$ cat config.mk
export PLATFORM = sky130hd
export DESIGN_NAME = mac_operand_fifo
export DESIGN_NICKNAME = d
export VERILOG_FILES = /design/src/rtl/mac_operand_fifo.sv
export SDC_FILE = /design/constraint.sdc
export NUM_CORES = 1
export LEC_CHECK = 0
export ABC_AREA = 1
export BUFFER_PORTS_ARGS = -buffer_cell sky130_fd_sc_hd__buf_2
export CELL_PAD_IN_SITES_DETAIL_PLACEMENT = 0
export CELL_PAD_IN_SITES_GLOBAL_PLACEMENT = 2
export CORE_MARGIN = 4
export CORE_UTILIZATION = 40
export CTS_CLUSTER_SIZE = 10
export DETAILED_ROUTE_END_ITERATION = 8
export HOLD_SLACK_MARGIN = 0.15
export PLACE_DENSITY_LB_ADDON = 0.25
export SYNTH_ARGS = -nofsm -noshare
export SYNTH_HDL_FRONTEND = slang
export SYNTH_SLANG_ARGS = --single-unit
$ cat constraint.sdc
create_clock -name clk -period 3.2 [get_ports clk]
set_input_delay 0.16 -clock clk [delete_from_list [all_inputs] [get_ports clk]]
set_output_delay 0.16 -clock clk [all_outputs]
set_load 0.005 [all_outputs]
$ cat src/rtl/mac_operand_fifo.sv
// mac_operand_fifo: 4-entry circular operand buffer for the MAC datapath.
// It holds the storage, the write/read pointers and the wrap-parity bit (Round)
// that the downstream ready-mask stage decodes. The read side is
// first-word-fall-through: the head entry is always presented on PopData.
module mac_operand_fifo #(
  parameter int DataWidth   = 16,
  parameter int BufferWidth = 2,
  parameter int BufferSize  = 4
) (
  input  logic                   clk,
  input  logic                   rst,
  input  logic                   Flush,
  input  logic                   Push,
  input  logic [DataWidth-1:0]   PushData,
  input  logic                   Pop,
  output logic [DataWidth-1:0]   PopData,
  output logic [BufferWidth-1:0] W_Addr,
  output logic [BufferWidth-1:0] R_Addr,
  output logic                   Round,
  output logic                   Full,
  output logic                   Empty,
  output logic [BufferWidth:0]   Count,
  output logic                   Overflow,
  output logic                   Underflow
);

  localparam logic [BufferWidth-1:0] PTR_LAST_C = BufferWidth'(BufferSize - 32'd1);
  localparam logic [BufferWidth:0]   BUF_SIZE_C = (BufferWidth + 1)'(BufferSize);

  logic [DataWidth-1:0] mem_r [BufferSize];

  logic                 clear_s;
  logic                 pop_ok_s;
  logic                 push_ok_s;
  logic                 w_wrap_s;
  logic                 r_wrap_s;
  logic                 ptr_eq_s;
  logic [BufferWidth:0] count_s;

  // Pointer advance; natural overflow of the pointer width gives the modulo wrap.
  function automatic logic [BufferWidth-1:0] ptr_inc(input logic [BufferWidth-1:0] ptr);
    return ptr + BufferWidth'(32'd1);
  endfunction

  // Status decode from registered pointers only, plus accept/wrap qualification.
  always_comb begin
    clear_s   = rst || Flush;
    ptr_eq_s  = (W_Addr == R_Addr);
    Full      = Round && ptr_eq_s;
    Empty     = !Round && ptr_eq_s;
    // A full buffer still accepts a push when the head is consumed in the same cycle.
    pop_ok_s  = Pop && !Empty && !clear_s;
    push_ok_s = Push && (!Full || Pop) && !clear_s;
    w_wrap_s  = push_ok_s && (W_Addr == PTR_LAST_C);
    r_wrap_s  = pop_ok_s && (R_Addr == PTR_LAST_C);
    count_s   = {1'b0, W_Addr} - {1'b0, R_Addr};
    if (Round) begin
      count_s = count_s + BUF_SIZE_C;
    end else begin
      count_s = count_s;
    end
    Count     = count_s;
    PopData   = mem_r[R_Addr];
  end

  // Operand storage; never cleared, so a flush only drops the pointers.
  always_ff @(posedge clk) begin
    if (push_ok_s) begin
      mem_r[W_Addr] <= PushData;
    end
  end

  // Pointers, wrap parity and sticky error flags.
  always_ff @(posedge clk) begin
    if (clear_s) begin
      W_Addr    <= '0;
      R_Addr    <= '0;
      Round     <= 1'b0;
      Overflow  <= 1'b0;
      Underflow <= 1'b0;
    end else begin
      if (push_ok_s) begin
        W_Addr <= ptr_inc(W_Addr);
      end
      if (pop_ok_s) begin
        R_Addr <= ptr_inc(R_Addr);
      end
      // Round flips only when exactly one pointer wraps this cycle.
      Round <= Round ^ (w_wrap_s ^ r_wrap_s);
      if (Push && !push_ok_s) begin
        Overflow <= 1'b1;
      end
      if (Pop && Empty) begin
        Underflow <= 1'b1;
      end
    end
  end

endmodule

==> impl_metrics.ini <==
[run_status]
status = completed

[power]
seqPwrFrac_pct = 52.1
powerDensity_nw_per_um2 = 550
swShare_pct = 19.5
p_sw_w = 0.000394
combPwrFrac_pct = 6.8
p_int_w = 0.00163
p_clk_share_pct = 41.0
p_leak_nw = 1.43
ir_drop_mv = 0.236

[grt]
antenna_found_initial = 0
grt_usage_pct = 14.2
overflow = 0
grt_use_met3_pct = 2.74
grt_max_degree = 34
grt.busiest_layer = met2
use_met1_pct = 19.6
grt_pass1_vias = 1889
met2_usage_pct = 21.7
grt_pass1_wl_um = 9340

[sta]
max_freq_mhz = 473
finalCriticalPeriod_ps = 2120
finalCritPeriodShare_pct = 66.1
rsz0062_at_grt = no
relSlewSlack_pct = 55.9
hold_viol_final = 0
worstMarginPinSlew_ps = 660
setup-violations-final = 0
fin_tns_setup_ps = 0
slew_violations = 0
final.setup_skew_ps = 5.42

[yosys]
avgSynthCellArea_sq_um = 13.1
synth_top_area_share_pct = 66.2
synth_cell_types = 22
synth_area_leaders = edfxtp_1 (66%), dfxtp_1 (6.2%), nor2_1 (5.6%), o21ai_0 (3.8%), o22ai_1 (3.4%)
synth_seq_cells = 73
synth.net_count = 251
syn_inst = 222
synth_area_leader_cell = edfxtp_1
synth-seq-area-share_pct = 72.4
yosysWarnings = 0
syn_area_sq_um = 2900

[clocking]
cts_sinks = 73
cts_tree = yes
clock_latency_ps = 330
cts-htree-levels = 3
cts-resized-gates = 0
clock_path_buffers = 2
cts-buffers-inserted = 9
cts_hold_buf = 19
cts_setup_buffers = 0
cts_root_buffer = clkbuf_8
cts.clk_slew.worst_paths_ps = 70

[floorplan]
start_util_pct = 42.0
core.rowCount = 30
die_w_um = 93.2
ios = 49
coreArea_sq_um = 6910
die_area_sq_um = 8690
fp.dieH_um = 93.2

[finish]
multi_input_area_sq_um = 687
final_common_cell = edfxtp_1
drive_gt1_share_pct = 25.2
final_cell_mix = edfxtp_1 (64), buf_2 (48), nor2_1 (43)
diodes = 0
fin_util_pct = 53.3
fin_nets = 325
area_growth_pct = 26.7
fillerInstances = 617
seq_area_sq_um = 2100

[route]
drc = 0
vias = 1849
post_drt_wl_per_cell_um = 14.3
first_pass_iters = 4
routed_via_density = 4.66
ant_nets = 0
routed_wl_um = 5680
first_iter_violations = 72

[placement]
post-dp-hpwl_um = 3550
gp_congestion = 0.761
port-buffer-count = 48

[worst_setup_path]
cp.arrival_ps = 2150
crit_path_start = W_Addr[0]$_SDFFE_PP0P_
crit_path_start_kind = register
worst-setup-path-type = reg2reg
end_kind = register
required_ps = 3230
r2r-start = W_Addr[0]$_SDFFE_PP0P_
path_max_fanout = 11

[min_path]
hold_path.startpoint = rst
hold_path_class = in2reg

[run]
drv_cap = 0
-- critical path, stage by stage (launching register included) --
cell,delay [ps]
dfxtp_1,370
inv_1,110
ha_1,380
nand4_2,140
nand2_4,90
nor2_1,420
buf_4,310
-- final timing paths --
| check | end | slack [ps] | cells after the start |
|---|---|---|---|
| worst min register to register | Underflow$_SDFFE_PP0P_ | 500 | 1 |
| worst max register to register | mem_r[0][11]$_DFFE_PP_ | 1080 | 6 |
| worst max-delay path | mem_r[0][11]$_DFFE_PP_ | 1080 | 6 |
| worst min-delay path | R_Addr[0]$_SDFFE_PP0P_ | 170 | 4 |
-- cells by family after synthesis --
family	synth area share, %
and+or+nand+nor	8.83
AOI/OAI and AO/OA	10.5
adders and majority gates	3.71
buffers and inverters	3.96
DFF	72.4
xor gates and xnor gates	0.603
-- final cells by class --
type / instances / share of cell area (%)
repair buffers: 71 / 12.5
inverters: 20 / 2.04
multi-input cells: 121 / 18.7
well taps: 96 / 3.26
flip-flops and latches: 73 / 57.1
clock inverters: 5 / 2.82
clock buffers: 11 / 3.57
-- stage by stage --
step	power [W]	setup slack [ps]	cells	cell area [sq um]	hold WS, ps
2_1_floorplan	0.00114	1080	222	2900	259
3_3_place_gp	0.00120	1130	362	3250	378
3_5_place_dp	0.00120	1060	362	3250	379
4_1_cts	0.00205	1050	397	3680	154
5_1_grt	0.00210	933	397	3680	179
6_report	0.00202	1080	397	3680	168
-- power groups by stage --
stage	clock network, W	registers (W)	logic [W]
3_5_place_dp	0	0.00108	0.000122
2_1_floorplan	0	0.00107	0.0000632
3_3_place_gp	0	0.00108	0.000123
6_report	0.000830	0.00106	0.000138
4_1_cts	0.000850	0.00106	0.000141
5_1_grt	0.000890	0.00106	0.000155
-- metal layers --
layer,vias up,routed length (um),share of wire [%]
met5,-,0,0
met2,40,2670,47
met1,858,2730,48
met3,9,187,3.3
li1,942,-,-
met4,0,96,1.7
-- state kept, by name, summed over array words and instances, names as in the netlist, named ones only --
name / cells
W_Addr: 2
mem_r: 64
Round: 1
Underflow: 1
R_Addr: 2
Overflow: 1
-- Yosys cell counts --
cell,number
nand3_2,1
edfxtp_1,64
nor2_4,2
o22ai_1,16
inv_1,17
nor2_1,43
nand4_2,1
nand4_1,1
fa_1,1
ha_1,7
dfxtp_1,9
o21ai_0,22
xor2_1,2
inv_2,3
o21a_1,1
a21oi_1,2
a211oi_1,1
nand2_4,2
buf_2,8
nand2_2,1
nand2_1,4
o21ai_1,14
(Power assumes the default switching activity.)
